$ cat src/rtl/cpu_control_stepper.sv
// cpu_control_stepper: six-step fetch/execute sequencer for the 8-bit CPU.
// A step counter walks 1..6. Every datapath enable/set line is decoded
// combinationally from the current step, the IR contents and the flags.
// Steps 1-3 fetch the instruction; steps 4-6 execute it.
module cpu_control_stepper (
   input  logic       clk_i,
   input  logic       reset_i,
   input  logic       run_i,
   input  logic [7:0] ir_in_i,
   input  logic [3:0] flags_in_i,
   output logic [2:0] step_o,
   output logic       e_b1_o,
   output logic       e_iar_o,
   output logic       s_iar_o,
   output logic       s_mar_o,
   output logic       e_ram_o,
   output logic       s_ram_o,
   output logic       s_ir_o,
   output logic       e_acc_o,
   output logic       s_acc_o,
   output logic       s_tmp_o,
   output logic       s_flags_o,
   output logic       clr_flags_o,
   output logic [2:0] alu_op_o,
   output logic [3:0] e_reg_o,
   output logic [3:0] s_reg_o
);

   logic [2:0] step_q, step_d;
   logic [3:0] ra_oh, rb_oh;
   logic [2:0] opc;
   logic       active;

   assign step_o = step_q;
   assign ra_oh  = 4'b0001 << ir_in_i[5:4];
   assign rb_oh  = 4'b0001 << ir_in_i[3:2];
   assign opc    = ir_in_i[6:4];
   // Reset wins over run; either one blanks every control line.
   assign active = run_i & ~reset_i;

   // Next step: 6 wraps to 1; an out-of-range value also recovers to 1.
   always_comb begin
      if (step_q >= 3'd6 || step_q == 3'd0) step_d = 3'd1;
      else                                  step_d = step_q + 3'd1;
   end

   // Step counter: reset to 1, advance only while running.
   always_ff @(posedge clk_i) begin
      if (reset_i)    step_q <= 3'd1;
      else if (run_i) step_q <= step_d;
   end

   // Control decode: fetch steps are fixed, execute steps depend on the IR.
   always_comb begin
      e_b1_o      = 1'b0;
      e_iar_o     = 1'b0;
      s_iar_o     = 1'b0;
      s_mar_o     = 1'b0;
      e_ram_o     = 1'b0;
      s_ram_o     = 1'b0;
      s_ir_o      = 1'b0;
      e_acc_o     = 1'b0;
      s_acc_o     = 1'b0;
      s_tmp_o     = 1'b0;
      s_flags_o   = 1'b0;
      clr_flags_o = 1'b0;
      alu_op_o    = 3'b000;
      e_reg_o     = 4'b0000;
      s_reg_o     = 4'b0000;
      if (active) begin
         case (step_q)
            // ACC <= IAR + 1, MAR <= IAR
            3'd1: begin
               e_b1_o  = 1'b1;
               e_iar_o = 1'b1;
               s_mar_o = 1'b1;
               s_acc_o = 1'b1;
            end
            3'd2: begin
               e_ram_o = 1'b1;
               s_ir_o  = 1'b1;
            end
            3'd3: begin
               e_acc_o = 1'b1;
               s_iar_o = 1'b1;
            end
            3'd4, 3'd5, 3'd6: begin
               if (ir_in_i[7]) begin
                  // ALU: TMP <= RB; ACC <= RA op TMP; RB <= ACC (not for CMP)
                  case (step_q)
                     3'd4: begin
                        e_reg_o = rb_oh;
                        s_tmp_o = 1'b1;
                     end
                     3'd5: begin
                        e_reg_o   = ra_oh;
                        s_acc_o   = 1'b1;
                        s_flags_o = 1'b1;
                        alu_op_o  = opc;
                     end
                     default: begin
                        if (opc != 3'b111) begin
                           e_acc_o = 1'b1;
                           s_reg_o = rb_oh;
                        end
                     end
                  endcase
               end else begin
                  case (opc)
                     // LOAD / STORE: MAR <= RA, then RAM <-> RB
                     3'd0, 3'd1: begin
                        if (step_q == 3'd4) begin
                           e_reg_o = ra_oh;
                           s_mar_o = 1'b1;
                        end else if (step_q == 3'd5) begin
                           if (opc == 3'd0) begin
                              e_ram_o = 1'b1;
                              s_reg_o = rb_oh;
                           end else begin
                              e_reg_o = rb_oh;
                              s_ram_o = 1'b1;
                           end
                        end
                     end
                     // DATA: fetch the immediate byte into RB and skip over it
                     3'd2: begin
                        if (step_q == 3'd4) begin
                           e_b1_o  = 1'b1;
                           e_iar_o = 1'b1;
                           s_mar_o = 1'b1;
                           s_acc_o = 1'b1;
                        end else if (step_q == 3'd5) begin
                           e_ram_o = 1'b1;
                           s_reg_o = rb_oh;
                        end else begin
                           e_acc_o = 1'b1;
                           s_iar_o = 1'b1;
                        end
                     end
                     // JMPR: IAR <= RB
                     3'd3: begin
                        if (step_q == 3'd4) begin
                           e_reg_o = rb_oh;
                           s_iar_o = 1'b1;
                        end
                     end
                     // JMP: IAR <= mem[IAR]
                     3'd4: begin
                        if (step_q == 3'd4) begin
                           e_iar_o = 1'b1;
                           s_mar_o = 1'b1;
                        end else if (step_q == 3'd5) begin
                           e_ram_o = 1'b1;
                           s_iar_o = 1'b1;
                        end
                     end
                     // JCAEZ: step past the target, then jump only if a masked flag is set
                     3'd5: begin
                        if (step_q == 3'd4) begin
                           e_b1_o  = 1'b1;
                           e_iar_o = 1'b1;
                           s_mar_o = 1'b1;
                           s_acc_o = 1'b1;
                        end else if (step_q == 3'd5) begin
                           e_acc_o = 1'b1;
                           s_iar_o = 1'b1;
                        end else if ((ir_in_i[3:0] & flags_in_i) != 4'b0000) begin
                           e_ram_o = 1'b1;
                           s_iar_o = 1'b1;
                        end
                     end
                     // CLF
                     3'd6: begin
                        if (step_q == 3'd4) clr_flags_o = 1'b1;
                     end
                     default: ;
                  endcase
               end
            end
            default: ;
         endcase
      end
   end

endmodule

$ cat config.mk
export PLATFORM = sky130hd
export DESIGN_NAME = cpu_control_stepper
export DESIGN_NICKNAME = d
export VERILOG_FILES = /design/src/rtl/cpu_control_stepper.sv
export SDC_FILE = /design/constraint.sdc
export NUM_CORES = 1
export LEC_CHECK = 0
export BUFFER_PORTS_ARGS = -buffer_cell sky130_fd_sc_hd__buf_2
export CAP_MARGIN = 20
export CORE_MARGIN = 1
export CORE_UTILIZATION = 51
export CTS_CLUSTER_DIAMETER = 50
export DETAILED_ROUTE_END_ITERATION = 12
export PLACE_DENSITY = 0.93
export SETUP_SLACK_MARGIN = 0.5
export SLEW_MARGIN = 20
export SYNTH_ARGS = -nofsm -noshare
export SYNTH_HDL_FRONTEND = slang
export SYNTH_SLANG_ARGS = --single-unit
$ cat constraint.sdc
create_clock -name clk_i -period 4.7 [get_ports clk_i]
set_input_delay 0.94 -clock clk_i [delete_from_list [all_inputs] [get_ports clk_i]]
set_output_delay 0.94 -clock clk_i [all_outputs]
set_load 0.01 [all_outputs]
==> results of run 1 <==
metrics by stage:
step                hold WS [ns]  instance area [um2]  total power [W]  worst slack, ns  util [%]
CTS                       0.6037                 1124        0.0001761            1.557     64.37
global placement          0.5777                 1097        0.0001266            1.680     62.87
finish                    0.5936                 1124        0.0001749            1.533     64.37
global route              0.6523                 1124        0.0001886            1.383     64.37
floorplan                 0.5821                960.9        0.0001129            1.877         -
detailed placement        0.5989                 1097        0.0001294            1.637     62.87
report_power, final:
group / internal (W) / total [W] / switching, W
Clock: 0.0000317 / 0.0000440 / 0.0000122
Sequential: 0.0000285 / 0.0000378 / 0.00000931
Combinational: 0.0000371 / 0.0000932 / 0.0000561
Total: 0.0000973 / 0.000175 / 0.0000776
placed cells by master, fill, tap and decap left out, types with 2 or more instances in the layout:
cell,Yosys,routed
nand3_1,8,8
o21ai_0,11,11
o21ai_1,2,2
buf_2,4,40
nor3_1,3,3
nand2b_1,5,5
inv_1,4,4
a21oi_1,16,16
nor4b_1,3,3
nor2_2,2,2
dfxtp_1,3,3
o21a_1,2,2
nor3b_1,3,3
nand3b_1,2,2
a211oi_1,4,4
clkbuf_4,0,3
nor3b_2,2,2
and3_1,3,3
and2_1,2,2
ha_1,5,5
nand2_1,10,10
nor2_1,10,10
a22oi_1,2,2
layout make-up:
| type | count | area share (%) |
|---|---|---|
| Inverter | 5 | 1.670 |
| Tap cell | 25 | 2.784 |
| Clock buffer | 4 | 2.339 |
| Timing Repair Buffer | 40 | 17.82 |
| Multi-Input combinational cell | 116 | 70.04 |
| Sequential cell | 3 | 5.345 |
cell families (layout without fill, tap and decap cells):
kind of cell / count (synthesis) / count (layout)
and+or+nand+nor: 66 / 66
buffers and inverters: 17 / 49
xor gates and xnor gates: 1 / 1
adders and majority gates: 5 / 5
AOI/OAI and AO/OA: 44 / 44
DFF: 3 / 3
routing by layer:
metal	up-vias	track usage, %	routed length [um]	part of all wire, %
li1	560	-	-	-
met1	535	33.09	1064	43
met2	55	43.71	1267	51
met3	4	0	149	6.0
met4	0	9.091	21	0.84
met5	-	0	0	0
worst reg2reg max path, delay by kind of cell, from the launching register on:
kind	cells	cell delay, ns
flops	1	0.81
simple gates	2	0.37
fa+ha+maj	1	0.34
buf+inv	1	0.14
compound gates	1	0.07
final timing paths:
check	cells after the start	slack (ns)	endpoint
setup / recovery	7	1.53	s_reg_o[1]
hold / removal	2	0.59	step_o[0]
setup reg to reg	5	2.90	step_o[2]
hold reg to reg	2	0.59	step_o[0]
==> impl_metrics.json, run 1 <==
{
  "place_hpwl_um": 1880,
  "worst-path-buf-inv": 2,
  "crit_required_ns": 3.76,
  "dieArea_mm2": 0.002062,
  "wl_per_cell_um": 12.97,
  "clock-root-buffer": "clkbuf_4",
  "finalHoldViolations": 0,
  "drive_gt1_share_pct": 33.93,
  "synth_cells": 136,
  "ir_drop_v": 0.0001645,
  "fin_skew_ns": 0.0007834,
  "die_w_um": 45.41,
  "grt_max_degree": 22,
  "finalSetupViolations": 0,
  "fill_cells": 163,
  "cpPeakStageDelay_ns": 0.51,
  "drtAntennaViolNets": 0,
  "synthTopCellsByCount": "a21oi_1 (16), o21ai_0 (11), nand2_1 (10), nor2_1 (10), nand3_1 (8)",
  "synth_xor_area_share_pct": 0.9115,
  "dr.pass1.iters": 4,
  "multi_input_area_um2": 787.0,
  "syn_avg_cell_area_um2": 7.066,
  "antenna_found_initial": 0,
  "critPathMaxFanout": 11,
  "clock.fmax_ghz": 0.3157,
  "power_leakage_nw": 0.5163,
  "netlist_area_um2": 960.9,
  "crit_start": "step_o[1]",
  "grt_pass1_wl_um": 3960,
  "die_y_um": 45.41,
  "finalWirelength_um": 2503,
  "gp_congestion": 0.8397,
  "stdcell_count": 193,
  "crit_chain": "inv_1, ha_1, or3_4, nand3_2, o21bai_4, nor3b_2, buf_2",
  "cts_tree": "built",
  "slew_violations": 0,
  "ys_seq_elements": 3,
  "synth_edf_count": 0,
  "grt_pass1_vias": 964,
  "synthTopCellsByArea": "a21oi_1 (8.3%), ha_1 (6.5%), dfxtp_1 (6.3%), o21ai_0 (5.7%), buf_6 (4.7%)",
  "coreArea_mm2": 0.001745,
  "post_cts_buffers": 0,
  "synth_top_family_by_area": "simple AND/OR/NAND/NOR gates",
  "cp_data_arrival_time_ns": 2.23,
  "period_minus_slack_ns": 3.167,
  "hold_path_class": "reg -> reg",
  "yosysTopAreaCellShare_pct": 8.333,
  "io-pin-count": 41,
  "critPathTopFamily": "simple AND/OR/NAND/NOR gates",
  "first_iter_violations": 46,
  "nets": 189,
  "clk_pin_slew_ns": 0.03,
  "dr_total_vias": 1154,
  "synthMuxAreaShare_pct": 0,
  "numClockSinks": 3,
  "worst_slew_pin_slew_ns": 0.7702,
  "initial_utilization_pct": 55.05,
  "numCtsBuffers": 3,
  "synth-adder-area-share_pct": 6.510,
  "ys.flop_type": "dfxtp_1",
  "cts-hold-fix-buffers": 0,
  "via_per_inst": 5.979,
  "p_per_area_mw_per_mm2": 155.7,
  "final.period_utilization_pct": 67.39,
  "grt_usage_pct": 25.10,
  "clockBufferDepth": 2,
  "start_kind": "flip-flop",
  "ys_types": 46,
  "core.rowCount": 15,
  "port_buffers": 40,
  "path_class": "reg -> out",
  "synth_compound_gate_area_share_pct": 28.39,
  "post_cts_resized": 0,
  "yosys_warnings": 0,
  "seq_area_frac_synth_pct": 6.250,
  "syn_nets": 156,
  "reg2reg_from": "step_o[2]",
  "synth_top_cell_by_area": "a21oi_1",
  "async_reset_ff_share_pct": 0,
  "status": "completed",
  "area_growth_pct": 16.93,
  "diodes": 0,
  "grt_remaining_overflow": 0,
  "regArea_um2": 60.06,
  "h-tree-depth": 1,
  "synth.most_common_cell": "a21oi_1",
  "setup.worst_path.end_class": "primary output",
  "rsz0062_at_grt": "false",
  "min-delay-start": "step_o[0]",
  "finalSetupTns_ns": 0,
  "insertion_delay_ns": 0.23,
  "largest_reg_flops": 3,
  "slew-limit-headroom_pct": 48.59,
  "numPlacedInstances": 189,
  "synthSimpleGateAreaFrac_pct": 46.09,
  "drc": 0,
  "cp_slowest_cell": "dfxtp_1",
  "maxCapViolations": 0
}
(Power assumes the default switching activity.)
==> run 2: changes to the inputs <==
CORE_UTILIZATION = 48   (was 51)
PLACE_DENSITY = 0.88   (was 0.93)
clock period = 3.1 ns   (was 4.7 ns; I/O delays follow)
==> impl_metrics.json, run 2 (same netlist as run 1, synthesis figures left out) <==
{
  "place_hpwl_um": 2061,
  "first_iter_violations": 60,
  "crit_required_ns": 2.48,
  "fin_skew_ns": 0.002465,
  "period_minus_slack_ns": 2.503,
  "path_class": "reg -> out",
  "min-delay-start": "step_o[1]",
  "final.period_utilization_pct": 80.75,
  "multi_input_area_um2": 823.3,
  "start_kind": "flip-flop",
  "power_leakage_nw": 0.5595,
  "clock-root-buffer": "clkbuf_4",
  "drive_gt1_share_pct": 40.23,
  "finalHoldViolations": 0,
  "clockBufferDepth": 2,
  "nets": 195,
  "die_w_um": 46.74,
  "finalSetupViolations": 0,
  "grt_pass1_vias": 1009,
  "critPathTopFamily": "simple AND/OR/NAND/NOR gates",
  "wl_per_cell_um": 15.17,
  "critPathMaxFanout": 11,
  "whs_path_depth": 2,
  "fin_util_pct": 68.68,
  "fill_cells": 162,
  "initial_utilization_pct": 53.33,
  "status": "completed",
  "dieArea_mm2": 0.002185,
  "dpl-instance-area_mm2": 0.001105,
  "dr_total_vias": 1202,
  "grt_max_degree": 21,
  "finalWirelength_um": 3019,
  "worst-path-buf-inv": 2,
  "hold_path_class": "reg -> reg",
  "dr.pass1.iters": 4,
  "cts-hold-fix-buffers": 0,
  "slew-limit-headroom_pct": 74.33,
  "numClockSinks": 3,
  "die_y_um": 46.74,
  "diodes": 0,
  "fin_ws_ns": 0.5967,
  "setup.worst_path.end_class": "primary output",
  "grt_usage_pct": 27.65,
  "rsz0062_at_grt": "false",
  "area_growth_pct": 28.78,
  "grt_pass1_wl_um": 4360,
  "numCtsBuffers": 3,
  "io-pin-count": 41,
  "port_buffers": 40,
  "cp_slowest_cell": "or3_4",
  "numPlacedInstances": 190,
  "largest_reg_flops": 3,
  "h-tree-depth": 1,
  "ir_drop_v": 0.0002868,
  "worst_slew_pin_slew_ns": 0.3842,
  "layout_commonest_cell": "buf_2",
  "clk_pin_slew_ns": 0.03,
  "cp_data_arrival_time_ns": 1.88,
  "drc": 0,
  "regArea_um2": 67.56,
  "cts_tree": "built",
  "via_per_inst": 6.040,
  "p_per_area_mw_per_mm2": 247.1,
  "insertion_delay_ns": 0.23,
  "crit_chain": "inv_2, ha_4, or3_4, nand3_2, o21bai_4, nor2_2, buf_2",
  "mostFrequentLayoutCells": "buf_2 (40), a21oi_1 (16), nand2_1 (10), nor2_1 (10), o21ai_0 (10)",
  "antenna_found_initial": 0,
  "coreArea_mm2": 0.001802,
  "crit_start": "step_o[1]",
  "cp_num_cells": 7,
  "gp_congestion": 0.9316,
  "core.rowCount": 15,
  "reg2reg_from": "step_o[2]",
  "cpPeakStageDelay_ns": 0.43,
  "drtAntennaViolNets": 0,
  "r2r_cells": 6,
  "stdcell_count": 199,
  "slew_violations": 0,
  "grt_remaining_overflow": 0,
  "final_cell_area_mm2": 0.001237,
  "clock.fmax_ghz": 0.3995,
  "place_ws_ns": 0.5288,
  "maxCapViolations": 0,
  "finalSetupTns_ns": 0
}
## run 2: final timing paths
path	to	slack, ns
worst max-delay path	s_reg_o[3]	0.60
worst min-delay path	step_o[1]	0.56
worst max register to register	step_o[2]	1.40
worst min register to register	step_o[1]	0.56
## run 2: power breakdown
| group | switching, W | internal [W] | total (W) |
|---|---|---|---|
| registers | 0.00000953 | 0.0000439 | 0.0000535 |
| logic | 0.000104 | 0.0000811 | 0.000185 |
| clock network | 0.0000195 | 0.0000482 | 0.0000676 |
## run 2: per-stage QoR
stage	total power, W	hold slack (ns)
3_5_place_dp	0.0002002	0.5919
5_1_grt	0.0003316	0.5901
2_1_floorplan	0.0001712	0.5821
6_report	0.0003057	0.5604
3_3_place_gp	0.0001942	0.5644
4_1_cts	0.0002740	0.5490
## run 2: layout make-up
| cell class | instances | area share [%] |
|---|---|---|
| inverter | 5 | 1.517 |
| sequential | 3 | 5.460 |
| clock buffer | 4 | 2.123 |
| tap | 25 | 2.528 |
| timing repair buffer | 46 | 21.84 |
| multi-input combinational | 116 | 66.53 |
## run 2: per-layer routing
layer	track usage, %	vias up	wire length [um]
li1	-	576	-
met1	35.27	556	1205
met2	45.28	67	1562
met3	3.462	3	231
met4	14.86	0	20
met5	0	-	0
## run 2: timing repair
item,in CTS,in global routing
buffers inserted,0,5
hold endpoints to repair,0,0
resized for setup,4,8
setup endpoints to repair,15,12
pin swaps,0,2
## run 2: worst reg2reg max path, cell delays in order (launching register included)
cell	delay [ns]
dfxtp_1	0.51
buf_4	0.28
inv_2	0.08
ha_1	0.31
nor4b_1	0.28
a21oi_1	0.09
nor2_1	0.09
==> run 3: changes to the inputs <==
CORE_UTILIZATION = 43   (was 48)
PLACE_DENSITY = 0.84   (was 0.88)
clock period = 2.2 ns   (was 3.1 ns; I/O delays follow)
==> impl_metrics.json, run 3 (same netlist as run 1, synthesis figures left out) <==
{
  "largest_reg_flops": 3,
  "first_iter_violations": 71,
  "crit_chain": "buf_2, nor3b_1, o21ai_1, a21oi_2, buf_2",
  "slew-limit-headroom_pct": 64.50,
  "grt_remaining_overflow": 0,
  "cp_slowest_cell": "nor3b_1",
  "io-pin-count": 41,
  "period_minus_slack_ns": 2.235,
  "layout_commonest_cell": "buf_2",
  "diodes": 0,
  "clkPwrFrac_pct": 19.8,
  "final_cell_area_mm2": 0.001481,
  "numCtsBuffers": 3,
  "cp_data_arrival_time_ns": 1.80,
  "power_leakage_nw": 0.6221,
  "fin_skew_ns": 0.0009526,
  "numClockSinks": 3,
  "slew_violations": 0,
  "hold_path_class": "in -> reg",
  "clk_pin_slew_ns": 0.04,
  "final.period_utilization_pct": 101.6,
  "nets": 206,
  "area_growth_pct": 54.17,
  "die_y_um": 49.27,
  "via_per_inst": 6.057,
  "antenna_found_initial": 0,
  "grt_pass1_wl_um": 5299,
  "insertion_delay_ns": 0.24,
  "critPathMaxFanout": 17,
  "rsz0062_at_grt": "true",
  "status": "finished, violations left",
  "grt_usage_pct": 27.03,
  "dr_total_vias": 1284,
  "switching_power_w": 0.0002302,
  "r2r_cells": 7,
  "clock-root-buffer": "clkbuf_4",
  "grt.met2_usage_pct": 48.86,
  "dpl-instance-area_mm2": 0.001210,
  "drtAntennaViolNets": 0,
  "finalWirelength_um": 3442,
  "finalHoldViolations": 0,
  "use_met1_pct": 32.66,
  "crit_required_ns": 1.76,
  "path_class": "in -> out",
  "clock.fmax_ghz": 0.4474,
  "drive_gt1_share_pct": 58.92,
  "h-tree-depth": 1,
  "combPwrFrac_pct": 65.3,
  "coreArea_mm2": 0.002022,
  "violations": "setup timing",
  "p_sw_share_pct": 45.40,
  "clockBufferDepth": 2,
  "dieArea_mm2": 0.002428,
  "place_hpwl_um": 2105,
  "cts-hold-fix-buffers": 0,
  "setup.worst_path.end_class": "primary output",
  "internal-power_w": 0.0002769,
  "dr.pass1.iters": 4,
  "top_usage_layer": "met2",
  "grt_pass1_vias": 1174,
  "worst_slew_pin_slew_ns": 0.5313,
  "start_kind": "primary input",
  "ir_drop_v": 0.0004475,
  "gp_congestion": 0.8438,
  "cts_tree": "built",
  "fin_ws_ns": -0.03504,
  "report.power.total_w": 0.0005072,
  "seqPwrFrac_pct": 14.9,
  "maxCapViolations": 0,
  "grt_max_degree": 21,
  "drc": 0,
  "wl_per_cell_um": 16.24,
  "place_ws_ns": 0.1367,
  "core.rowCount": 16,
  "crit_top_cell": "buf_2",
  "mostFrequentLayoutCells": "buf_2 (37), buf_4 (14)",
  "die_w_um": 49.27,
  "cpPeakStageDelay_ns": 0.51,
  "initial_utilization_pct": 47.52,
  "grtUsageMet3_pct": 2.804,
  "whs_path_depth": 2,
  "port_buffers": 40,
  "p_per_area_mw_per_mm2": 342.3,
  "finalSetupViolations": 6
}
-- run 3: worst paths after layout --
check | start | to | slack (ns)
setup reg to reg | step_o[0] | step_o[2] | 0.63
hold / removal | reset_i | step_o[1] | 0.40
hold reg to reg | step_o[1] | step_o[2] | 0.69
setup / recovery | ir_in_i[4] | e_reg_o[1] | -0.04
-- run 3: layout make-up --
type                            instances  area [um2]
Clock buffer                            4       26.28
Fill cell                             160       540.5
Inverter                                5       21.27
Multi-Input combinational cell        116       974.7
Sequential cell                         3       71.32
Tap cell                               27       33.78
Timing Repair Buffer                   57       354.1
-- run 3: power groups by stage --
stage	Sequential [W]	Clock, W	Combinational (W)
final	0.0000755	0.000101	0.000331
after global routing	0.0000762	0.000104	0.000355
after CTS	0.0000738	0.000103	0.000295
after detailed placement	0.0000799	0	0.000234
after global placement	0.0000786	0	0.000228
after floorplan	0.0000775	0	0.000186
-- run 3: through the flow --
step                      setup TNS, ns  std cells  hold WS, ns  util (%)
after detailed placement              0        193       0.5412     59.84
after CTS                     -0.008469        210       0.3964     69.06
after floorplan                       0        136       0.4994         -
after global routing            -0.6563        212       0.4061     73.27
final                          -0.09268        212       0.3991     73.27
after global placement                0        193       0.5357     59.84
-- run 3: repair_timing --
action,in CTS,in global routing
setup buffers,13,2
pin swaps,8,11
endpoints found under the setup margin,24,23
resized for setup,16,17
-- run 3: worst max-delay path, delay by kind of cell --
kind | cells | cell delay [ns]
simple gates | 1 | 0.51
buf+inv | 2 | 0.47
compound gates | 2 | 0.36
-- run 3: routing by layer --
metal	share of wire (%)	vias to the layer above	wire (um)
met5	0	-	0
met4	2.1	0	73
met3	7.0	13	241
met2	50	84	1704
met1	41	583	1423
li1	-	604	-
